==> src/rtl/nn_config_loader_if.sv <==
// Byte stream carrying configuration frames into the NN config loader.
// The source drives valid/data; the loader answers with ready.
interface nn_config_loader_if;
    logic       in_valid;
    logic [7:0] in_data;
    logic       in_ready;

    // Frame source side
    modport master (
        output in_valid,
        output in_data,
        input  in_ready
    );

    // Loader side
    modport slave (
        input  in_valid,
        input  in_data,
        output in_ready
    );
endinterface

==> src/rtl/nn_config_loader.sv <==
// Front-end of the CORDIC NN accelerator. Receives a 10-byte configuration
// frame (header 0xA5, layer count, five neuron counts, packed activation
// selects, XOR checksum), validates it, then publishes the configuration and
// a one-cycle start pulse. The configuration is held for the whole run and
// no further bytes are accepted until the accelerator signals acc_done.
module nn_config_loader (
    input  logic              clk,
    input  logic              rst_n,
    nn_config_loader_if.slave cfg_stream,
    input  logic              acc_done,
    output logic              start,
    output logic [5:0]        no_layers,
    output logic [5:0]        nl1,
    output logic [5:0]        nl2,
    output logic [5:0]        nl3,
    output logic [5:0]        nl4,
    output logic [5:0]        nl5,
    output logic [1:0]        afl1,
    output logic [1:0]        afl2,
    output logic [1:0]        afl3,
    output logic [1:0]        afl4,
    output logic [1:0]        afl5,
    output logic              busy,
    output logic              cfg_err,
    output logic [1:0]        err_code
);

    localparam logic [7:0]  Header     = 8'hA5;
    // Bytes b1..b9 live in the shadow buffer at indices 0..8.
    localparam int unsigned ShadowLen  = 9;
    localparam logic [3:0]  LastIdx    = 4'd8;
    localparam logic [5:0]  MaxLayers  = 6'd5;

    typedef enum logic [2:0] {
        StHunt,
        StRecv,
        StCheck,
        StFire,
        StRun
    } state_e;

    typedef enum logic [1:0] {
        ErrNone     = 2'b00,
        ErrChecksum = 2'b01,
        ErrLayers   = 2'b10,
        ErrField    = 2'b11
    } err_e;

    state_e     state_q, state_d;
    logic [3:0] idx_q, idx_d;
    logic [7:0] shadow_q [ShadowLen];
    logic       accept;

    // Decoded view of the shadow buffer
    logic [7:0] cs_calc;
    logic [5:0] lay_field;
    logic       lay_bad;
    logic       rsvd_set;
    logic [4:0] nl_used;
    logic [4:0] nl_zero;
    err_e       chk_code;
    logic       chk_pass;

    // Output registers
    logic [5:0] no_layers_q;
    logic [5:0] nl1_q, nl2_q, nl3_q, nl4_q, nl5_q;
    logic [1:0] afl1_q, afl2_q, afl3_q, afl4_q, afl5_q;
    logic       cfg_err_q;
    logic [1:0] err_code_q;

    // Ready, start and busy are pure decodes of the state register, so no
    // input ever reaches an output combinationally.
    assign cfg_stream.in_ready = (state_q == StHunt) || (state_q == StRecv);
    assign accept              = cfg_stream.in_valid && cfg_stream.in_ready;
    assign start               = (state_q == StFire);
    assign busy                = (state_q == StFire) || (state_q == StRun);

    assign no_layers = no_layers_q;
    assign nl1       = nl1_q;
    assign nl2       = nl2_q;
    assign nl3       = nl3_q;
    assign nl4       = nl4_q;
    assign nl5       = nl5_q;
    assign afl1      = afl1_q;
    assign afl2      = afl2_q;
    assign afl3      = afl3_q;
    assign afl4      = afl4_q;
    assign afl5      = afl5_q;
    assign cfg_err   = cfg_err_q;
    assign err_code  = err_code_q;

    // Running XOR over b1..b8 for comparison against the received b9
    always_comb begin
        cs_calc = 8'h00;
        for (int i = 0; i < 8; i++) begin
            cs_calc = cs_calc ^ shadow_q[i];
        end
    end

    // Field decode: layer count range, reserved bits, empty active layers
    always_comb begin
        lay_field = shadow_q[0][5:0];
        lay_bad   = (lay_field == 6'd0) || (lay_field > MaxLayers);

        rsvd_set  = (|shadow_q[0][7:6]) | (|shadow_q[1][7:6]) | (|shadow_q[2][7:6]) |
                    (|shadow_q[3][7:6]) | (|shadow_q[4][7:6]) | (|shadow_q[5][7:6]) |
                    (|shadow_q[7][7:2]);

        // Layer k only has to be non-empty when it is within the layer count.
        nl_used[0] = (lay_field >= 6'd1);
        nl_used[1] = (lay_field >= 6'd2);
        nl_used[2] = (lay_field >= 6'd3);
        nl_used[3] = (lay_field >= 6'd4);
        nl_used[4] = (lay_field >= 6'd5);

        nl_zero[0] = (shadow_q[1][5:0] == 6'd0);
        nl_zero[1] = (shadow_q[2][5:0] == 6'd0);
        nl_zero[2] = (shadow_q[3][5:0] == 6'd0);
        nl_zero[3] = (shadow_q[4][5:0] == 6'd0);
        nl_zero[4] = (shadow_q[5][5:0] == 6'd0);
    end

    // Error classification, first match wins
    always_comb begin
        chk_code = ErrNone;
        if (cs_calc != shadow_q[8]) begin
            chk_code = ErrChecksum;
        end else if (lay_bad) begin
            chk_code = ErrLayers;
        end else if (rsvd_set || (|(nl_zero & nl_used))) begin
            chk_code = ErrField;
        end
        chk_pass = (chk_code == ErrNone);
    end

    // Frame sequencing: hunt for header, collect payload, validate, run
    always_comb begin
        state_d = state_q;
        idx_d   = idx_q;
        unique case (state_q)
            StHunt: begin
                // Non-header bytes are swallowed here to resynchronise.
                if (accept && (cfg_stream.in_data == Header)) begin
                    state_d = StRecv;
                    idx_d   = 4'd0;
                end
            end
            StRecv: begin
                // 0xA5 inside a frame is plain data.
                if (accept) begin
                    if (idx_q == LastIdx) begin
                        state_d = StCheck;
                    end else begin
                        idx_d = idx_q + 4'd1;
                    end
                end
            end
            StCheck: begin
                state_d = chk_pass ? StFire : StHunt;
            end
            StFire: begin
                state_d = StRun;
            end
            StRun: begin
                if (acc_done) begin
                    state_d = StHunt;
                end
            end
            default: begin
                state_d = StHunt;
            end
        endcase
    end

    // State and byte index registers
    always_ff @(posedge clk or negedge rst_n) begin
        if (!rst_n) begin
            state_q <= StHunt;
            idx_q   <= 4'd0;
        end else begin
            state_q <= state_d;
            idx_q   <= idx_d;
        end
    end

    // Shadow capture of b1..b9; the live configuration is never touched here
    always_ff @(posedge clk or negedge rst_n) begin
        if (!rst_n) begin
            for (int i = 0; i < ShadowLen; i++) begin
                shadow_q[i] <= 8'h00;
            end
        end else if ((state_q == StRecv) && accept) begin
            shadow_q[idx_q] <= cfg_stream.in_data;
        end
    end

    // Publish a validated frame on the edge that enters FIRE
    always_ff @(posedge clk or negedge rst_n) begin
        if (!rst_n) begin
            no_layers_q <= 6'd0;
            nl1_q       <= 6'd0;
            nl2_q       <= 6'd0;
            nl3_q       <= 6'd0;
            nl4_q       <= 6'd0;
            nl5_q       <= 6'd0;
            afl1_q      <= 2'd0;
            afl2_q      <= 2'd0;
            afl3_q      <= 2'd0;
            afl4_q      <= 2'd0;
            afl5_q      <= 2'd0;
        end else if ((state_q == StCheck) && chk_pass) begin
            no_layers_q <= shadow_q[0][5:0];
            nl1_q       <= shadow_q[1][5:0];
            nl2_q       <= shadow_q[2][5:0];
            nl3_q       <= shadow_q[3][5:0];
            nl4_q       <= shadow_q[4][5:0];
            nl5_q       <= shadow_q[5][5:0];
            afl1_q      <= shadow_q[6][1:0];
            afl2_q      <= shadow_q[6][3:2];
            afl3_q      <= shadow_q[6][5:4];
            afl4_q      <= shadow_q[6][7:6];
            afl5_q      <= shadow_q[7][1:0];
        end
    end

    // Sticky error flag: set by a rejected frame, cleared by the next good one
    always_ff @(posedge clk or negedge rst_n) begin
        if (!rst_n) begin
            cfg_err_q  <= 1'b0;
            err_code_q <= ErrNone;
        end else if (state_q == StCheck) begin
            cfg_err_q  <= !chk_pass;
            err_code_q <= chk_code;
        end
    end

endmodule

==> src/flat_wrapper.sv <==
// flat-port wrapper written by rule: the top's interface ports become plain ports
module nn_config_loader_flat 
  (clk, rst_n, acc_done, start, no_layers, nl1, nl2, nl3, nl4, nl5, afl1, afl2, afl3, afl4, afl5, busy, cfg_err, err_code, cfg_stream_in_valid, cfg_stream_in_data, cfg_stream_in_ready);
  nn_config_loader_if cfg_stream_i ();
  input  logic clk;
  input  logic rst_n;
  input  logic acc_done;
  output logic start;
  output logic [5:0] no_layers;
  output logic [5:0] nl1;
  output logic [5:0] nl2;
  output logic [5:0] nl3;
  output logic [5:0] nl4;
  output logic [5:0] nl5;
  output logic [1:0] afl1;
  output logic [1:0] afl2;
  output logic [1:0] afl3;
  output logic [1:0] afl4;
  output logic [1:0] afl5;
  output logic busy;
  output logic cfg_err;
  output logic [1:0] err_code;
  input wire logic [$bits(cfg_stream_i.in_valid)-1:0] cfg_stream_in_valid;
  input wire logic [$bits(cfg_stream_i.in_data)-1:0] cfg_stream_in_data;
  output wire logic [$bits(cfg_stream_i.in_ready)-1:0] cfg_stream_in_ready;
  assign cfg_stream_i.in_valid = cfg_stream_in_valid;
  assign cfg_stream_i.in_data = cfg_stream_in_data;
  assign cfg_stream_in_ready = cfg_stream_i.in_ready;
  nn_config_loader u_core (.clk(clk), .rst_n(rst_n), .cfg_stream(cfg_stream_i), .acc_done(acc_done), .start(start), .no_layers(no_layers), .nl1(nl1), .nl2(nl2), .nl3(nl3), .nl4(nl4), .nl5(nl5), .afl1(afl1), .afl2(afl2), .afl3(afl3), .afl4(afl4), .afl5(afl5), .busy(busy), .cfg_err(cfg_err), .err_code(err_code));
endmodule
==> config.mk <==
export PLATFORM = sky130hd
export DESIGN_NAME = nn_config_loader_flat
export DESIGN_NICKNAME = d
export VERILOG_FILES = /design/src/rtl/nn_config_loader_if.sv /design/src/rtl/nn_config_loader.sv /design/src/flat_wrapper.sv
export SDC_FILE = /design/constraint.sdc
export NUM_CORES = 1
export LEC_CHECK = 0
export ABC_AREA = 1
export CAP_MARGIN = 10
export CELL_PAD_IN_SITES_DETAIL_PLACEMENT = 0
export CELL_PAD_IN_SITES_GLOBAL_PLACEMENT = 1
export CORE_AREA = 2 2 131 133
export DETAILED_ROUTE_END_ITERATION = 8
export DIE_AREA = 0 0 133 135
export GPL_TIMING_DRIVEN = 0
export HOLD_SLACK_MARGIN = 0.12
export PLACE_DENSITY_LB_ADDON = 0.1
export SLEW_MARGIN = 40
export SYNTH_ARGS = -nofsm -noshare
export SYNTH_HDL_FRONTEND = slang
export SYNTH_SLANG_ARGS = --single-unit
==> constraint.sdc <==
create_clock -name clk -period 1.9 [get_ports clk]
set_clock_uncertainty 0.05 [all_clocks]
set_input_delay 0.475 -clock clk [delete_from_list [all_inputs] [get_ports clk]]
set_output_delay 0.475 -clock clk [all_outputs]
set_load 0.005 [all_outputs]
## Word level (Yosys, flattened, before mapping)

Cells that the tools add are included.

| operators by class | value |
|---|---|
| multiplexer cells | 16 |
| bitwise operators | 15 |
| equal/unequal tests | 12 |
| add/sub/neg operators | 1 |
| magnitude comparators | 8 |
| reductions and logical operators | 29 |

Operator list:

| operator | number |
|---|---|
| bitwise mux 72 bit | 1 |
| bitwise XOR 8 bit | 7 |
| logical NOT 6 bit | 6 |
| demux 8 bit (select 4 bit) | 1 |
| case mux 3 bit (5 select lines) | 1 |
| greater-or-equal comparator 6 x 2 -> 1 bit (second input constant) | 2 |
| greater-or-equal comparator 6 x 3 -> 1 bit (second input constant) | 2 |
| 2-to-1 mux 3 bit | 4 |
| 2-to-1 mux 4 bit | 3 |
| OR reduction 2 bit | 6 |
| == test 8 bit (second input constant) | 1 |
| 2-to-1 mux 2 bit | 4 |
| 2-to-1 mux 8 bit | 1 |
| inequality test 2 bit (second input constant) | 4 |
| inequality test 8 bit | 1 |
| case mux 4 bit (2 select lines) | 1 |
| AND reduction 4 bit | 2 |
| == test 3 x 2 -> 1 bit (second input constant) | 2 |
| greater-or-equal comparator 6 x 1 -> 1 bit (second input constant) | 1 |
| greater-than comparator 6 x 3 -> 1 bit (second input constant) | 1 |
| bitwise OR 1 bit | 6 |
| OR reduction 6 bit | 1 |
| bitwise AND 5 bit | 1 |
| greater-or-equal comparator 5 bit (second input constant) | 1 |
| other kinds (14) | 21 |

| storage, ports and cells | value |
|---|---|
| bits in registers | 128 |
| word-level logic and storage cells | 105 |
| input port bits | 12 |
| output and inout port bits | 52 |

## Logic depth before layout (Yosys ltp)

| depth | value |
|---|---|
| depth in word-level cells | 14 |
| depth in mapped cells | 17 |
| mapped depth without buffers | 16 |

## Worst setup path after synthesis

Ideal clock, no wire load.

| path | value |
|---|---|
| path kind | register -> register |
| start point | reg u_core.shadow_q[54] (netlist bit) |
| end point | reg u_core.cfg_err_q (netlist: u_core.cfg_err) |
| data required time | 1.733 ns |
| buffers on the path | 2 |
| arrival | 1.635 ns |
| cell stages (with the launch flop) | 12 |
| path slack | 0.098 ns |
| clock period less this slack | 1.802 ns |
| library setup time | 0.117 ns |
| path through | dfrtp_1 -> or2_1 -> nor2_1 -> nand3_1 -> nor2_1 -> nand3_1 -> a21oi_2 -> nand4_1 -> buf_6 -> buf_6 -> o21ai_1 -> inv_1 |

| between the ends | value |
|---|---|
| longest elaborated chain between the ends | 12 |
| elaborated cells between the ends (all ways) | 19 |
| those cells by class | 1 x eq/ne; 3 x mux; 11 x bitwise; 4 x reduce/logical |

Ends and longest elaborated chain:

| element | line | text |
|---|---|---|
| start: declaration | nn_config_loader.sv:51 | `logic [7:0] shadow_q [ShadowLen];` |
| start signal: indexed assignment | nn_config_loader.sv:193 | `shadow_q[idx_q] <= cfg_stream.in_data;` |
| OR reduction 2 bit | nn_config_loader.sv:105 | `rsvd_set = (\|shadow_q[0][7:6]) \| (\|shadow_q[1][7:6]) \| (\|shadow_q[2][7:6]) \|` |
| bitwise OR 1 bit (2 in series) | nn_config_loader.sv:105 |  |
| bitwise OR 1 bit (3 in series) | nn_config_loader.sv:106 | `(\|shadow_q[3][7:6]) \| (\|shadow_q[4][7:6]) \| (\|shadow_q[5][7:6]) \|` |
| logical OR 1 bit | nn_config_loader.sv:130 | `end else if (rsvd_set \|\| (\|(nl_zero & nl_used))) begin` |
| 2-to-1 mux 2 bit | nn_config_loader.sv:130 |  |
| 2-to-1 mux 2 bit | nn_config_loader.sv:128 | `end else if (lay_bad) begin` |
| 2-to-1 mux 2 bit (*) | nn_config_loader.sv:126 | `if (cs_calc != shadow_q[8]) begin` |
| logical NOT 2 bit (*) | nn_config_loader.sv:133 | `chk_pass = (chk_code == ErrNone);` |
| logical NOT 1 bit (*) | nn_config_loader.sv:232 | `cfg_err_q <= !chk_pass;` |
| end signal: assignment | nn_config_loader.sv:232 |  |
| end: declaration | nn_config_loader.sv:68 | `logic cfg_err_q;` |

Mark *: on every way between the ends. The rest lies on a longest branch, timed or not.
A chain may end at the register's enable or synchronous reset.

## Worst setup path in the final report

| path | value |
|---|---|
| start point | reg u_core.shadow_q, in the netlist u_core.lay_field[2] |
| end point | reg u_core.nl3_q[0] (netlist: u_core.nl3[0]) |

| between the ends | value |
|---|---|
| longest elaborated chain between the ends | 11 |
| elaborated cells between the ends (all ways) | 24 |
| those cells by class | 6 x order compare; 1 x eq/ne; 3 x mux; 8 x bitwise; 6 x reduce/logical |

Ends and longest elaborated chain:

| element | line | text |
|---|---|---|
| branches (longest 8 deep; another with greater-or-equal comparator 6 x 1 -> 1 bit) | n/a |  |
| 2-to-1 mux 2 bit (*) | nn_config_loader.sv:126 |  |
| logical NOT 2 bit (*) | nn_config_loader.sv:133 |  |
| logical AND 1 bit (*) | nn_config_loader.sv:211 | `end else if ((state_q == StCheck) && chk_pass) begin` |
| end signal: assignment | nn_config_loader.sv:215 | `nl3_q <= shadow_q[3][5:0];` |
| end: declaration | nn_config_loader.sv:66 | `logic [5:0] nl1_q, nl2_q, nl3_q, nl4_q, nl5_q;` |

Mark *: on every way between the ends.

==> flow_metrics.tcl <==
set metrics [dict create \
    first_iter_violations 293 \
    final_util 0.545 \
    initial_core_util 0.386 \
    synth.distinct_cells 28 \
    final_nets 959 \
    cts.path.max_buffers 2 \
    status "finished, violations left" \
    syn_area_per_cell_um2 8.10 \
    synthCells 783 \
    grt_pass1_wl_um 29200 \
    yosysWarnings 0 \
    netlist_area_mm2 0.00634 \
    synth.top_cell.area_share 0.505 \
    route.met3.wl_um 539 \
    cap_violations 0 \
    die_y_um 135 \
    post-place-ws_ns -0.781 \
    gr-total-overflow 0 \
    met1Wirelength_um 8020 \
    syn_to_final_growth_pct 41.1 \
    timing.final.crit_share 1.15 \
    drt-pass1-iter-count 5 \
    route.vias.total 5614 \
    core_mm2 0.0164 \
    setup_viol 51 \
    dp.cells 1067 \
    post_drt_via_cell_ratio 4.77 \
    start_kind "flip-flop" \
    timing.critical_path.fanout_max 10 \
    worstPathRequired_ns 2.17 \
    r2r-end "u_core.nl3[0]" \
    highest_layer "met4" \
    path_class "flip-flop to flip-flop" \
    fp.dieW_um 133 \
    holdPathEnd "u_core.shadow_q[35]" \
    post-dp-hpwl_um 12600 \
    wl_met2_um 9600 \
    antenna_found_initial 0 \
    arrival_ns 2.46 \
    drc 0 \
    routed_wirelength_um 18800 \
    slew_viol_final 0 \
    power_mw 12.1 \
    cts.clk_slew.worst_paths_ns 0.06 \
    grt_pass1_vias 5485 \
    cts_num_sinks 128 \
    drive_gt1_frac 0.282 \
    layout_setup_ws_ns -0.293 \
    synth_top_area_cell "dfrtp_1" \
    timing.rr.start "u_core.lay_field[2]" \
    hold_slack_ns 0.398 \
    power.leakage_nw 4.39 \
    rrSetupSlack_ns -0.29 \
    rows 47 \
    clk_latency_ns 0.43 \
    violations "setup timing" \
    antennaDiodeCount 0 \
    min_from "cfg_stream_in_data[3]" \
    end_kind "flip-flop" \
    cts_buffers 17 \
    ys_seq_area_frac 0.505 \
    hold_violations 0 \
    cts_tree "done" \
    ys_ff_latch 128 \
    vdd_drop_max_mv 0.727 \
    fin_crit_ns 2.19 \
    fmax_mhz 456 \
    io_buffers 63 \
    grt_max_degree 69 \
    ant_nets 0 \
    root_buffer "clkbuf_16" \
    synth_area_leaders "dfrtp_1, nand2_1, o21ai_0" \
    slew_headroom 0.674 \
    htreeDepth 4 \
    r2r_cells 13 \
    p_per_area_mw_per_mm2 1350 \
    routedWlPerCell_um 16.0 \
    final_cell_count_no_fill 1176 \
    tightest_slew_ns 0.489 \
    hold_depth 3 \
    gp_congestion 0.810 \
    rsz0062_at_grt "true" \
    track_usage 0.216 \
    ios 64 \
    die-area_mm2 0.0180 \
    synth_nets 799 \
    hold_class "input port to flip-flop" \
]
[power breakdown]
group	switching [mW]	total [mW]	internal, mW	leakage [nW]
registers	0.665	3.94	3.27	1.72
logic	2.87	4.93	2.07	2.40
clock network	1.24	3.18	1.95	0.269
[critical path: stages, from the launching register on]
cell     delay, ns
dfrtp_2       0.48
nor2_4        0.15
nand2_2       0.09
nor2_1        0.10
nor2_1        0.04
nor2_1        0.12
nand3_2       0.14
a21oi_2       0.16
nand4_1       0.13
buf_4         0.17
buf_12        0.15
buf_8         0.15
nand2_1       0.07
o21ai_2       0.05
[layout make-up]
type	instances	area (um2)
Fill cell	1483	7460
Sequential cell	128	3210
Multi-Input combinational cell	537	2970
Timing Repair Buffer	140	1310
Clock buffer	21	450
Inverter	98	378
Tap cell	220	275
Buffer	20	226
Clock inverter	11	115
Timing Repair inverter	1	7.51
[registers in the layout (all words and copies together) (netlist names)]
name / count
u_core.afl5: 2
u_core.nl4: 6
u_core.afl3: 2
u_core.nl1: 6
u_core.shadow_q: 66
u_core.nl3: 6
u_core.idx_q: 4
u_core.no_layers: 6
u_core.lay_field: 6
u_core.cfg_err: 1
u_core.afl2: 2
u_core.nl5: 6
u_core.afl4: 2
u_core.nl2: 6
u_core.err_code: 2
u_core.afl1: 2
u_core.state_q: 3
[what timing repair did]
item / CTS / global route
resized for setup: 79 / 133
hold buffers: 1 / 0
hold endpoints to repair: 60 / 0
gates cloned: 4 / 3
endpoints found under the setup margin: 130 / 105
pin swaps: 24 / 22
setup buffers: 43 / 30
[worst max-delay path by stage]
stage / start / endpoint / slack (ns) / depth (start not counted)
after global placement: rst_n / u_core.cfg_err / -4.89 / 1
after global routing: u_core.shadow_q[42] / u_core.nl5[3] / -0.38 / 17
after CTS: u_core.shadow_q[46] / u_core.nl4[3] / -0.25 / 12
after floorplan: u_core.shadow_q[54] / u_core.cfg_err / 0.1 / 11
after detailed placement: cfg_stream_in_data[3] / u_core.idx_q[2] / -0.78 / 8
final: u_core.lay_field[2] / u_core.nl3[0] / -0.29 / 13
[stage by stage]
stage / setup TNS, ns / cell area [um2]
floorplan: 0 / 6340
global placement: -674.83 / 7250
detailed placement: -54.14 / 7280
CTS: -11.34 / 8430
global route: -17.83 / 8950
finish: -12.99 / 8950
[layer usage]
layer  vias up  GRT usage
li1       2792          -
met2        96      0.382
met5         -          0
met1      2692      0.259
met4         0     0.0944
met3        34     0.0360
[cells in the final DEF, fill, tap and decap left out, types with 8 or more instances in the layout]
cell type          n
nor2_1            34
nand2_4           12
dfrtp_1          121
nand4_1           12
buf_6              8
clkbuf_16         17
buf_4             66
o21ai_0           77
xnor2_1           14
nor2_2            10
nand2_2           21
nand2_1          231
inv_1             74
o21ai_2           42
xor2_1            11
clkdlybuf4s50_1   52
inv_2             20
nor2_4             8
nand3_1           28
[cell families (layout without fill, tap and decap cells)]
family,count (synthesis),after routing,share of synthesized area
and+or+nand+nor,374,375,0.242
AOI/OAI and AO/OA,130,130,0.125
DFF,128,128,0.505
buffers and inverters,119,291,0.0815
xor gates and xnor gates,28,28,0.0387
adders and majority gates,4,4,0.00789
[cell usage after synthesis]
cell and n:
xnor2_1 15, buf_6 9, o21ai_0 84, ha_1 4, or2_2 2, xor2_1 13
or2_1 1, nor2_2 1, nor3_4 1, o41ai_1 1, clkbuf_1 10, inv_1 97
nor2_1 49, dfrtp_1 128, o21ai_1 7, nor3_1 3, a21oi_1 1, buf_2 2
nand3b_1 5, clkinv_1 1, and2_0 1, nor2_4 1, nand3_1 33, nand2_1 264
nand4_1 12, o21ai_2 35, and2_1 1, a21oi_2 2
Note: power is estimated with default switching activity, not from simulation.
